**src/rtl/muldiv_ctrl.sv**
```systemverilog
// muldiv_ctrl: multi-cycle multiply/divide controller that owns the HI/LO registers.
//
// One shared datapath does both jobs: a 1-bit-per-cycle shift-add multiplier and a
// restoring divider. Signed ops are run on magnitudes, and the sign is fixed up in FIX.
//
// Ports
//   clk, rst_n   rising-edge clock, asynchronous active-low reset
//   start, op    issue request, sampled only while idle
//                op: 000 MULT, 001 MULTU, 010 DIV, 011 DIVU, 100 MTHI, 101 MTLO
//   a, b         operands; they need to be valid only in the start cycle
//   flush        synchronous abort of the op in flight; HI/LO are left untouched
//   busy         high while a mult/div is in flight (MUL, DIV and FIX states)
//   done         one-cycle pulse: HI/LO were updated at this edge
//   hi, lo       architectural HI/LO registers
//   div0         present only when MULDIV_DIV0_FLAG_EN is defined; pulses with done
//                when a divide completes with a zero divisor
module muldiv_ctrl #(
    parameter int WIDTH = 32
) (
    input  logic             clk,
    input  logic             rst_n,
    input  logic             start,
    input  logic [2:0]       op,
    input  logic [WIDTH-1:0] a,
    input  logic [WIDTH-1:0] b,
    input  logic             flush,
    output logic             busy,
    output logic             done,
`ifdef MULDIV_DIV0_FLAG_EN
    output logic             div0,
`endif
    output logic [WIDTH-1:0] hi,
    output logic [WIDTH-1:0] lo
);

    localparam int CW = $clog2(WIDTH);

    localparam logic [2:0] OP_MULT  = 3'b000;
    localparam logic [2:0] OP_MULTU = 3'b001;
    localparam logic [2:0] OP_DIV   = 3'b010;
    localparam logic [2:0] OP_DIVU  = 3'b011;
    localparam logic [2:0] OP_MTHI  = 3'b100;
    localparam logic [2:0] OP_MTLO  = 3'b101;

    typedef enum logic [1:0] {IDLE, MUL, DIV, FIX} state_t;

    state_t            state;
    logic [CW-1:0]     cnt;
    // acc: upper product half / partial remainder
    // q:   multiplier / dividend, shifted into the quotient
    // m:   multiplicand / divisor magnitude
    logic [WIDTH-1:0]  acc, q, m, araw;
    logic              neg_q, neg_r, is_div, bz;

    // Operand magnitudes and sign flags as they are latched at issue.
    logic              sgn_op, sa, sb;
    logic [WIDTH-1:0]  abs_a, abs_b;

    assign sgn_op = (op == OP_MULT) || (op == OP_DIV);
    assign sa     = sgn_op & a[WIDTH-1];
    assign sb     = sgn_op & b[WIDTH-1];
    assign abs_a  = sa ? -a : a;
    assign abs_b  = sb ? -b : b;

    // Multiply step: add the multiplicand when the multiplier LSB is set, then
    // shift {acc,q} right. The carry moves into the top of acc.
    logic [WIDTH:0]    msum;
    assign msum = {1'b0, acc} + (q[0] ? {1'b0, m} : '0);

    // Restoring divide step: shift the next dividend bit into the remainder and try
    // a subtract. Bit WIDTH of the difference is the borrow, meaning "keep the old remainder".
    logic [WIDTH:0]    dsh, ddiff;
    assign dsh   = {acc, q[WIDTH-1]};
    assign ddiff = dsh - {1'b0, m};

    // Sign correction used in FIX.
    logic [2*WIDTH-1:0] prod, prod_c;
    logic [WIDTH-1:0]   quo_c, rem_c, dz_hi, res_hi, res_lo;
    assign prod   = {acc, q};
    assign prod_c = neg_q ? -prod : prod;
    assign quo_c  = neg_q ? -q : q;
    assign rem_c  = neg_r ? -acc : acc;
    assign dz_hi  = araw;

    always_comb begin
        res_hi = prod_c[2*WIDTH-1:WIDTH];
        res_lo = prod_c[WIDTH-1:0];
        if (is_div) begin
            if (bz) begin
                res_hi = dz_hi;
                res_lo = '1;
            end else begin
                res_hi = rem_c;
                res_lo = quo_c;
            end
        end
    end

    always_ff @(posedge clk or negedge rst_n) begin
        if (!rst_n) begin
            state  <= IDLE;
            cnt    <= '0;
            acc    <= '0;
            q      <= '0;
            m      <= '0;
            araw   <= '0;
            neg_q  <= 1'b0;
            neg_r  <= 1'b0;
            is_div <= 1'b0;
            bz     <= 1'b0;
            busy   <= 1'b0;
            done   <= 1'b0;
            hi     <= '0;
            lo     <= '0;
`ifdef MULDIV_DIV0_FLAG_EN
            div0   <= 1'b0;
`endif
        end else if (flush) begin
            // Abort: results are discarded and any start in this cycle is dropped.
            state <= IDLE;
            busy  <= 1'b0;
            done  <= 1'b0;
`ifdef MULDIV_DIV0_FLAG_EN
            div0  <= 1'b0;
`endif
        end else begin
            case (state)
                IDLE: begin
                    done <= 1'b0;
`ifdef MULDIV_DIV0_FLAG_EN
                    div0 <= 1'b0;
`endif
                    if (start) begin
                        case (op)
                            OP_MULT, OP_MULTU: begin
                                state  <= MUL;
                                busy   <= 1'b1;
                                cnt    <= '0;
                                acc    <= '0;
                                q      <= abs_b;
                                m      <= abs_a;
                                neg_q  <= sa ^ sb;
                                neg_r  <= 1'b0;
                                is_div <= 1'b0;
                                bz     <= 1'b0;
                            end
                            OP_DIV, OP_DIVU: begin
                                state  <= DIV;
                                busy   <= 1'b1;
                                cnt    <= '0;
                                acc    <= '0;
                                q      <= abs_a;
                                m      <= abs_b;
                                araw   <= a;
                                is_div <= 1'b1;
                                bz     <= (b == '0);
                                neg_q  <= sa ^ sb;
                                neg_r  <= sa;
                            end
                            OP_MTHI: hi <= a;
                            OP_MTLO: lo <= a;
                            default: ;
                        endcase
                    end
                end
                MUL: begin
                    acc <= msum[WIDTH:1];
                    q   <= {msum[0], q[WIDTH-1:1]};
                    cnt <= cnt + 1'b1;
                    if (cnt == CW'(WIDTH-1)) state <= FIX;
                end
                DIV: begin
                    if (!ddiff[WIDTH]) begin
                        acc <= ddiff[WIDTH-1:0];
                        q   <= {q[WIDTH-2:0], 1'b1};
                    end else begin
                        acc <= dsh[WIDTH-1:0];
                        q   <= {q[WIDTH-2:0], 1'b0};
                    end
                    cnt <= cnt + 1'b1;
                    if (cnt == CW'(WIDTH-1)) state <= FIX;
                end
                FIX: begin
                    hi    <= res_hi;
                    lo    <= res_lo;
                    done  <= 1'b1;
                    busy  <= 1'b0;
                    state <= IDLE;
`ifdef MULDIV_DIV0_FLAG_EN
                    div0  <= is_div & bz;
`endif
                end
                default: state <= IDLE;
            endcase
        end
    end

endmodule

```
**config.mk**
```make
export PLATFORM = sky130hd
export DESIGN_NAME = muldiv_ctrl
export DESIGN_NICKNAME = d
export VERILOG_FILES = /design/src/rtl/muldiv_ctrl.sv
export SDC_FILE = /design/constraint.sdc
export NUM_CORES = 1
export LEC_CHECK = 0
export BUFFER_PORTS_ARGS = -buffer_cell sky130_fd_sc_hd__buf_2
export CORE_MARGIN = 1.5
export CORE_UTILIZATION = 40
export CTS_CLUSTER_DIAMETER = 60
export CTS_CLUSTER_SIZE = 12
export DETAILED_ROUTE_END_ITERATION = 10
export GPL_TIMING_DRIVEN = 0
export PLACE_DENSITY = 0.61
export SYNTH_ARGS = -nofsm -noshare
export SYNTH_HDL_FRONTEND = slang
export SYNTH_SLANG_ARGS = --single-unit
```
**constraint.sdc**
```tcl
create_clock -name clk -period 4.6 [get_ports clk]
set_input_delay 0.46 -clock clk [delete_from_list [all_inputs] [get_ports clk]]
set_output_delay 0.46 -clock clk [all_outputs]
set_load 0.02 [all_outputs]
```
==> metrics.txt, run 1 <==
Post-synth EDFFs 0; Peak VDD IR 0.370 mV; syn avg cell area 7.86 um^2; Starting Density 40.4%; NumNets Final 2,517; layout cells sized above 1 10.9%; clock tree buffer depth 3; largest net degree at the start of global routing 108; clock sink total 205; vias in the first global route 17.0k; via/cell ratio 6.16; required time of the critical path 5.03 ns; Core Region 0.0429 mm^2; initial antenna violation count 1; post-route design area 0.0197 mm^2; DP Area 0.0188 mm^2; count of input and output buffers 130; adder-cell share of the synthesized area 5.57%; mux cell area share after synthesis 4.21%; clock root buffer clkbuf_16; die height 211 um; Die X 211 um; Leakage 8.35 nW; Worst-path clk slew 0.06 ns; commonest non-fill, non-tap cells in the layout nand2_1 (216), o21ai_0 (205), dfrtp_1 (205); Clock Latency Late Sink 0.58 ns; xor/xnor cell area share of the yosys netlist 9.09%; fillers 4,341; first-pass GRT wire length 109,000 um; CP Launch Type flop; total track usage 32.6%; CTS tree yes; Syn-to-layout area delta 13.9%; Cell variety after synth 80; die area 0.0446 mm^2; Vias 18.3k; Slew Viols, Final 0; Simple-Gate Fraction of Synth Area 18.4%; critical path arrival 4.79 ns; Worst Tran Pin Value 1.27 ns; post-synthesis sequential area ratio 29.6%; clk_skew 0.0229 ns; main combinational cell family by area after synthesis compound AO/OA/AOI/OAI gates; GRT overflow 0; worst min-delay path category in2reg; relative slew slack 14.8%; drt wl/cell 24.8 um; post-synthesis cell area 0.0173 mm^2; diode count 0; final setup vio count 0; Post-Syn Nets 2,353; GP Congestion 0.989; ys async rst share 100%; flops & latches, synth 205; CTS Buf Count 28; Post-Route WL 73,800 um; Syn. warnings 0; HPWL after detailed placement 58,300 um; final antenna-violating net count 0; CTS H-tree lvls 1; DR pass1 iterations 5; fmax 230 MHz; crit end category flop; Initial DRC Count 1,926; drt drc 0; outcome complete, no violations; complex-gate fraction of the synthesized area 28.0%; fin util 46.0%; endpoints failing hold 0; Final period util 94.7%; Worst Path Max Fanout 9; cells after synthesis 2,206; Post-synth top flop dfrtp_1; # Max-Cap Violations 0; power density over the cells 642 mW/mm^2; commonest non-fill, non-tap cell in the layout nand2_1; WS Path Type reg2reg; Core Rows 76; fin crit period 4.36 ns; Ports 137
-- power breakdown --
group	internal [W]	leakage, nW	switching [W]
Clock	0.00131	0.455	0.000939
Sequential	0.00256	2.52	0.000640
Combinational	0.00249	5.38	0.00473
-- cell usage after synthesis (all sizes together), types with 11 or more instances --
master    n  area (um^2)
buf      21         96.3
or4      23          195
ha       74          926
clkbuf  148          556
nor3     43          225
or3      25          166
xnor2   120         1050
o41ai    14          156
o211ai   23          173
nand3    33          165
mux2     39          439
nand2   216          811
inv      64          240
a22o     11         96.3
a211oi   40          300
nor2b    14         87.6
o22ai    37          231
nand2b   16          100
o31ai    35          263
a21o     35          263
a221oi   14          123
nand4    17          106
dfrtp   205         5130
o21ai   249         1250
xor2     60          526
and3     28          175
nor2    185          694
a22oi    34          255
or2      12         75.1
nor4     17          119
a21oi   196          981
and2     12         75.1
mux2i    29          290
a31oi    20          125
-- repair_timing --
item	in CTS	in global routing
resized for setup	5	9
endpoints found under the setup margin	33	27
endpoints found under the hold margin	98	0
hold buffers	1	0
pin swaps	1	0
buffers inserted	2	0
-- final cells by class --
type	count	area (um^2)	share of cell area, %
multi-input cells	1766	11300	57.4
clock buffers	30	718	3.64
clock inverters	16	210	1.06
well taps	585	732	3.71
flip-flops and latches	205	5130	26.0
plain buffers	169	659	3.34
inverters	66	251	1.27
repair buffers	134	713	3.61
-- stage by stage --
step / power (W) / instances / hold WS [ns] / setup TNS [ns] / setup slack [ns]
4_1_cts: 0.0125 / 2971 / 0.224 / 0 / 0.0241
3_3_place_gp: 0.0101 / 2921 / 0.451 / -147.64 / -0.956
6_report: 0.0127 / 2971 / 0.241 / 0 / 0.243
2_1_floorplan: 0.00790 / 2206 / 0.164 / 0 / 0.957
5_1_grt: 0.0135 / 2971 / 0.246 / -0.0209 / -0.0155
3_5_place_dp: 0.0102 / 2922 / 0.451 / -22.07 / -1.04
-- cells by family after synthesis --
family          Yosys count
compound gates          781
simple gates            661
buf+inv                 235
flops                   205
xor+xnor                180
fa+ha+maj                76
mux                      68
-- path summary, 6_finish.rpt --
check / startpoint / to / slack, ns / depth (start not counted)
max in group asynchronous: rst_n / acc[17]$_DFFE_PN0P_ / 3.03 / 3
setup reg to reg: q[31]$_DFFE_PN0P_ / acc[31]$_DFFE_PN0P_ / 0.24 / 12
setup / recovery: q[31]$_DFFE_PN0P_ / acc[31]$_DFFE_PN0P_ / 0.24 / 12
hold reg to reg: hi[7]$_DFFE_PN0P_ / hi[7]$_DFFE_PN0P_ / 0.46 / 2
min in group asynchronous: rst_n / lo[6]$_DFFE_PN0P_ / 0.49 / 2
hold / removal: a[26] / hi[26]$_DFFE_PN0P_ / 0.24 / 3
-- routing by layer --
metal | global-route usage [%] | vias to the layer above | wire length, um
met2 | 49.5 | 923 | 31900
met3 | 5.59 | 154 | 6750
met1 | 45.6 | 8856 | 31800
met4 | 13.6 | 2 | 3380
met5 | 0 | - | 11
li1 | - | 8367 | -
-- flip-flops by register name (all words and copies together) (netlist names), 2 cells and up --
register / flops
acc: 32
araw: 32
cnt: 5
hi: 32
lo: 32
m: 32
q: 32
state: 2
-- worst max-delay path, stage by stage (launching register included) --
cell and delay [ns]:
dfrtp_1 0.33, clkbuf_1 0.47, inv_1 0.10, ha_1 0.26, nor2b_1 0.17, o31ai_1 0.18, a211oi_1 0.54, a21oi_1 0.24
o31ai_1 1.00, a21oi_1 0.22, o21ai_0 0.35, mux2i_1 0.23, o2111ai_1 0.14
Note: power is estimated with default switching activity, not from simulation.
==> inputs of run 2 (changes only) <==
CELL_PAD_IN_SITES_DETAIL_PLACEMENT = 0   (was default)
CELL_PAD_IN_SITES_GLOBAL_PLACEMENT = 2   (was default)
CORE_UTILIZATION = 37   (was 40)
CTS_CLUSTER_SIZE = 40   (was 12)
PLACE_DENSITY = 0.86   (was 0.61)
clock period = 4.9 ns   (was 4.6 ns; I/O delays follow)
==> run 2 against run 1 <==
Critical path depth up 6. Flip-flop and latch count unchanged. Maximum frequency down 6.1%. Die area up 8.0%. Total power down 6.4%. First-iteration DRC count down 0.10%.
==> metrics.txt, run 2 (synthesis results as in run 1) <==
outcome complete, no violations; Worst R2R End acc[29]$_DFFE_PN0P_; fin util 42.5%; GRT overflow 0; die height 219 um; HPWL after detailed placement 60,200 um; die area 0.0482 mm^2; clk_skew 0.0221 ns; Worst-path clk slew 0.08 ns; total track usage 31.1%; layout cells sized above 1 10.7%; via/cell ratio 6.06; count of input and output buffers 130; post-route design area 0.0197 mm^2; worst min-delay path category in2reg; diode count 0; CP Launch Type flop; GP Congestion 0.999; Final period util 94.7%; CP startpoint q[31]$_DFFE_PN0P_; CTS H-tree lvls 1; critical path arrival 5.07 ns; Initial DRC Count 1,924; WS Path Type reg2reg; NumNets Final 2,514; endpoints failing hold 0; fmax 216 MHz; commonest non-fill, non-tap cell in the layout nand2_1; Worst Tran Pin Value 1.30 ns; # Max-Cap Violations 0; final antenna-violating net count 0; worst setup margin 0.260 ns; Leakage 8.32 nW; Vias 18.1k; CTS tree yes; commonest non-fill, non-tap cells in the layout nand2_1 (216), o21ai_0 (205), dfrtp_1 (205); relative slew slack 12.3%; Die X 219 um; Starting Density 37.4%; CTS Buf Count 25; crit-path max cell delay 0.43 ns; Slew Viols, Final 0; clock root buffer clkbuf_16; RSZ-0062 raised after global routing false; Post-Route WL 75,900 um; Peak VDD IR 0.394 mV; Critical Path End acc[29]$_DFFE_PN0P_; first-pass GRT wire length 111,000 um; Core Rows 79; clock tree buffer depth 3; clock sink total 205; initial antenna violation count 1; R2R depth 18; DR pass1 iterations 6; worst-path cell chain clkbuf_1 -> inv_1 -> ha_1 -> inv_1 -> fa_1 -> a211oi_1 -> o21ai_1 -> o2111ai_2 -> nand3_1 -> o21a_1 -> o211ai_1 -> buf_4 -> buf_2 -> buf_2 -> clkbuf_4 -> a21oi_1 -> o31ai_1 -> nand4_1; power density over the cells 602 mW/mm^2; Clock Latency Late Sink 0.57 ns; drt wl/cell 25.4 um; fin crit period 4.64 ns; largest net degree at the start of global routing 113; worst hold slack 0.250 ns; final setup vio count 0; hold path depth 3; Syn-to-layout area delta 13.7%; crit end category flop; slowest stage cell, crit path fa_1; drt drc 0; required time of the critical path 5.33 ns; reg-to-reg slack, setup 0.26 ns; pre-CTS setup slack -0.557 ns; Ports 137; Worst R2R Start q[31]$_DFFE_PN0P_; DP Area 0.0188 mm^2; vias in the first global route 17.0k; Worst Path Max Fanout 10; Core Region 0.0464 mm^2
-- run 2: cell count changes in the layout (fill, tap and decap cells not counted), moves of 3 or more --
| cell | previous run | this run |
|---|---|---|
| inv_12 | 0 | 3 |
| inv_8 | 3 | 6 |
| clkbuf_16 | 28 | 25 |
| clkinv_8 | 1 | 5 |
-- run 2: per-layer routing --
metal,track usage (%),vias up,share of wire (%)
met5,0,-,0.017
li1,-,8365,-
met2,47.9,801,44
met3,4.90,134,7.8
met4,11.5,2,4.0
met1,43.5,8815,45
-- run 2: power breakdown --
| part | switching, W | total (W) | internal, W |
|---|---|---|---|
| Sequential | 0.000609 | 0.00301 | 0.00240 |
| Combinational | 0.00448 | 0.00681 | 0.00233 |
| Clock | 0.000975 | 0.00204 | 0.00107 |
-- run 2: cell type report --
cell class | count | area (um^2)
Fill cell | 4767 | 26600
Multi-Input combinational cell | 1766 | 11300
Sequential cell | 205 | 5130
Tap cell | 607 | 759
Timing Repair Buffer | 134 | 713
Buffer | 169 | 654
Clock buffer | 25 | 626
Clock inverter | 20 | 268
Inverter | 66 | 248
-- run 2: worst min path at each step --
stage | to | startpoint | slack [ns]
after global routing | hi[26]$_DFFE_PN0P_ | a[26] | 0.26
after floorplan | acc[0]$_DFFE_PN0P_ | rst_n | 0.19
after CTS | hi[26]$_DFFE_PN0P_ | a[26] | 0.23
after global placement | hi[7]$_DFFE_PN0P_ | hi[7]$_DFFE_PN0P_ | 0.45
after detailed placement | hi[27]$_DFFE_PN0P_ | hi[27]$_DFFE_PN0P_ | 0.47
final | hi[26]$_DFFE_PN0P_ | a[26] | 0.25
-- run 2: critical path, delay by kind of cell (launching register included) --
family	cells	cell delay, ns
compound gates	7	1.55
fa+ha+maj	2	0.63
buf+inv	7	1.53
simple gates	2	0.39
flops	1	0.36
-- run 2: per-stage QoR --
stage	total power, W	TNS (ns)	cells
after floorplan	0.00742	0	2206
after global placement	0.00960	-100.57	2943
after detailed placement	0.00968	-8.24	2944
after CTS	0.0118	0	2992
after global routing	0.0126	0	2992
final	0.0119	0	2992
-- run 2: repair_timing --
item	4_1_cts	5_1_grt
endpoints found under the setup margin	28	11
buffers inserted	2	0
resized for setup	1	3
pin swaps	1	0
hold endpoints to repair	81	0
hold buffers	1	0
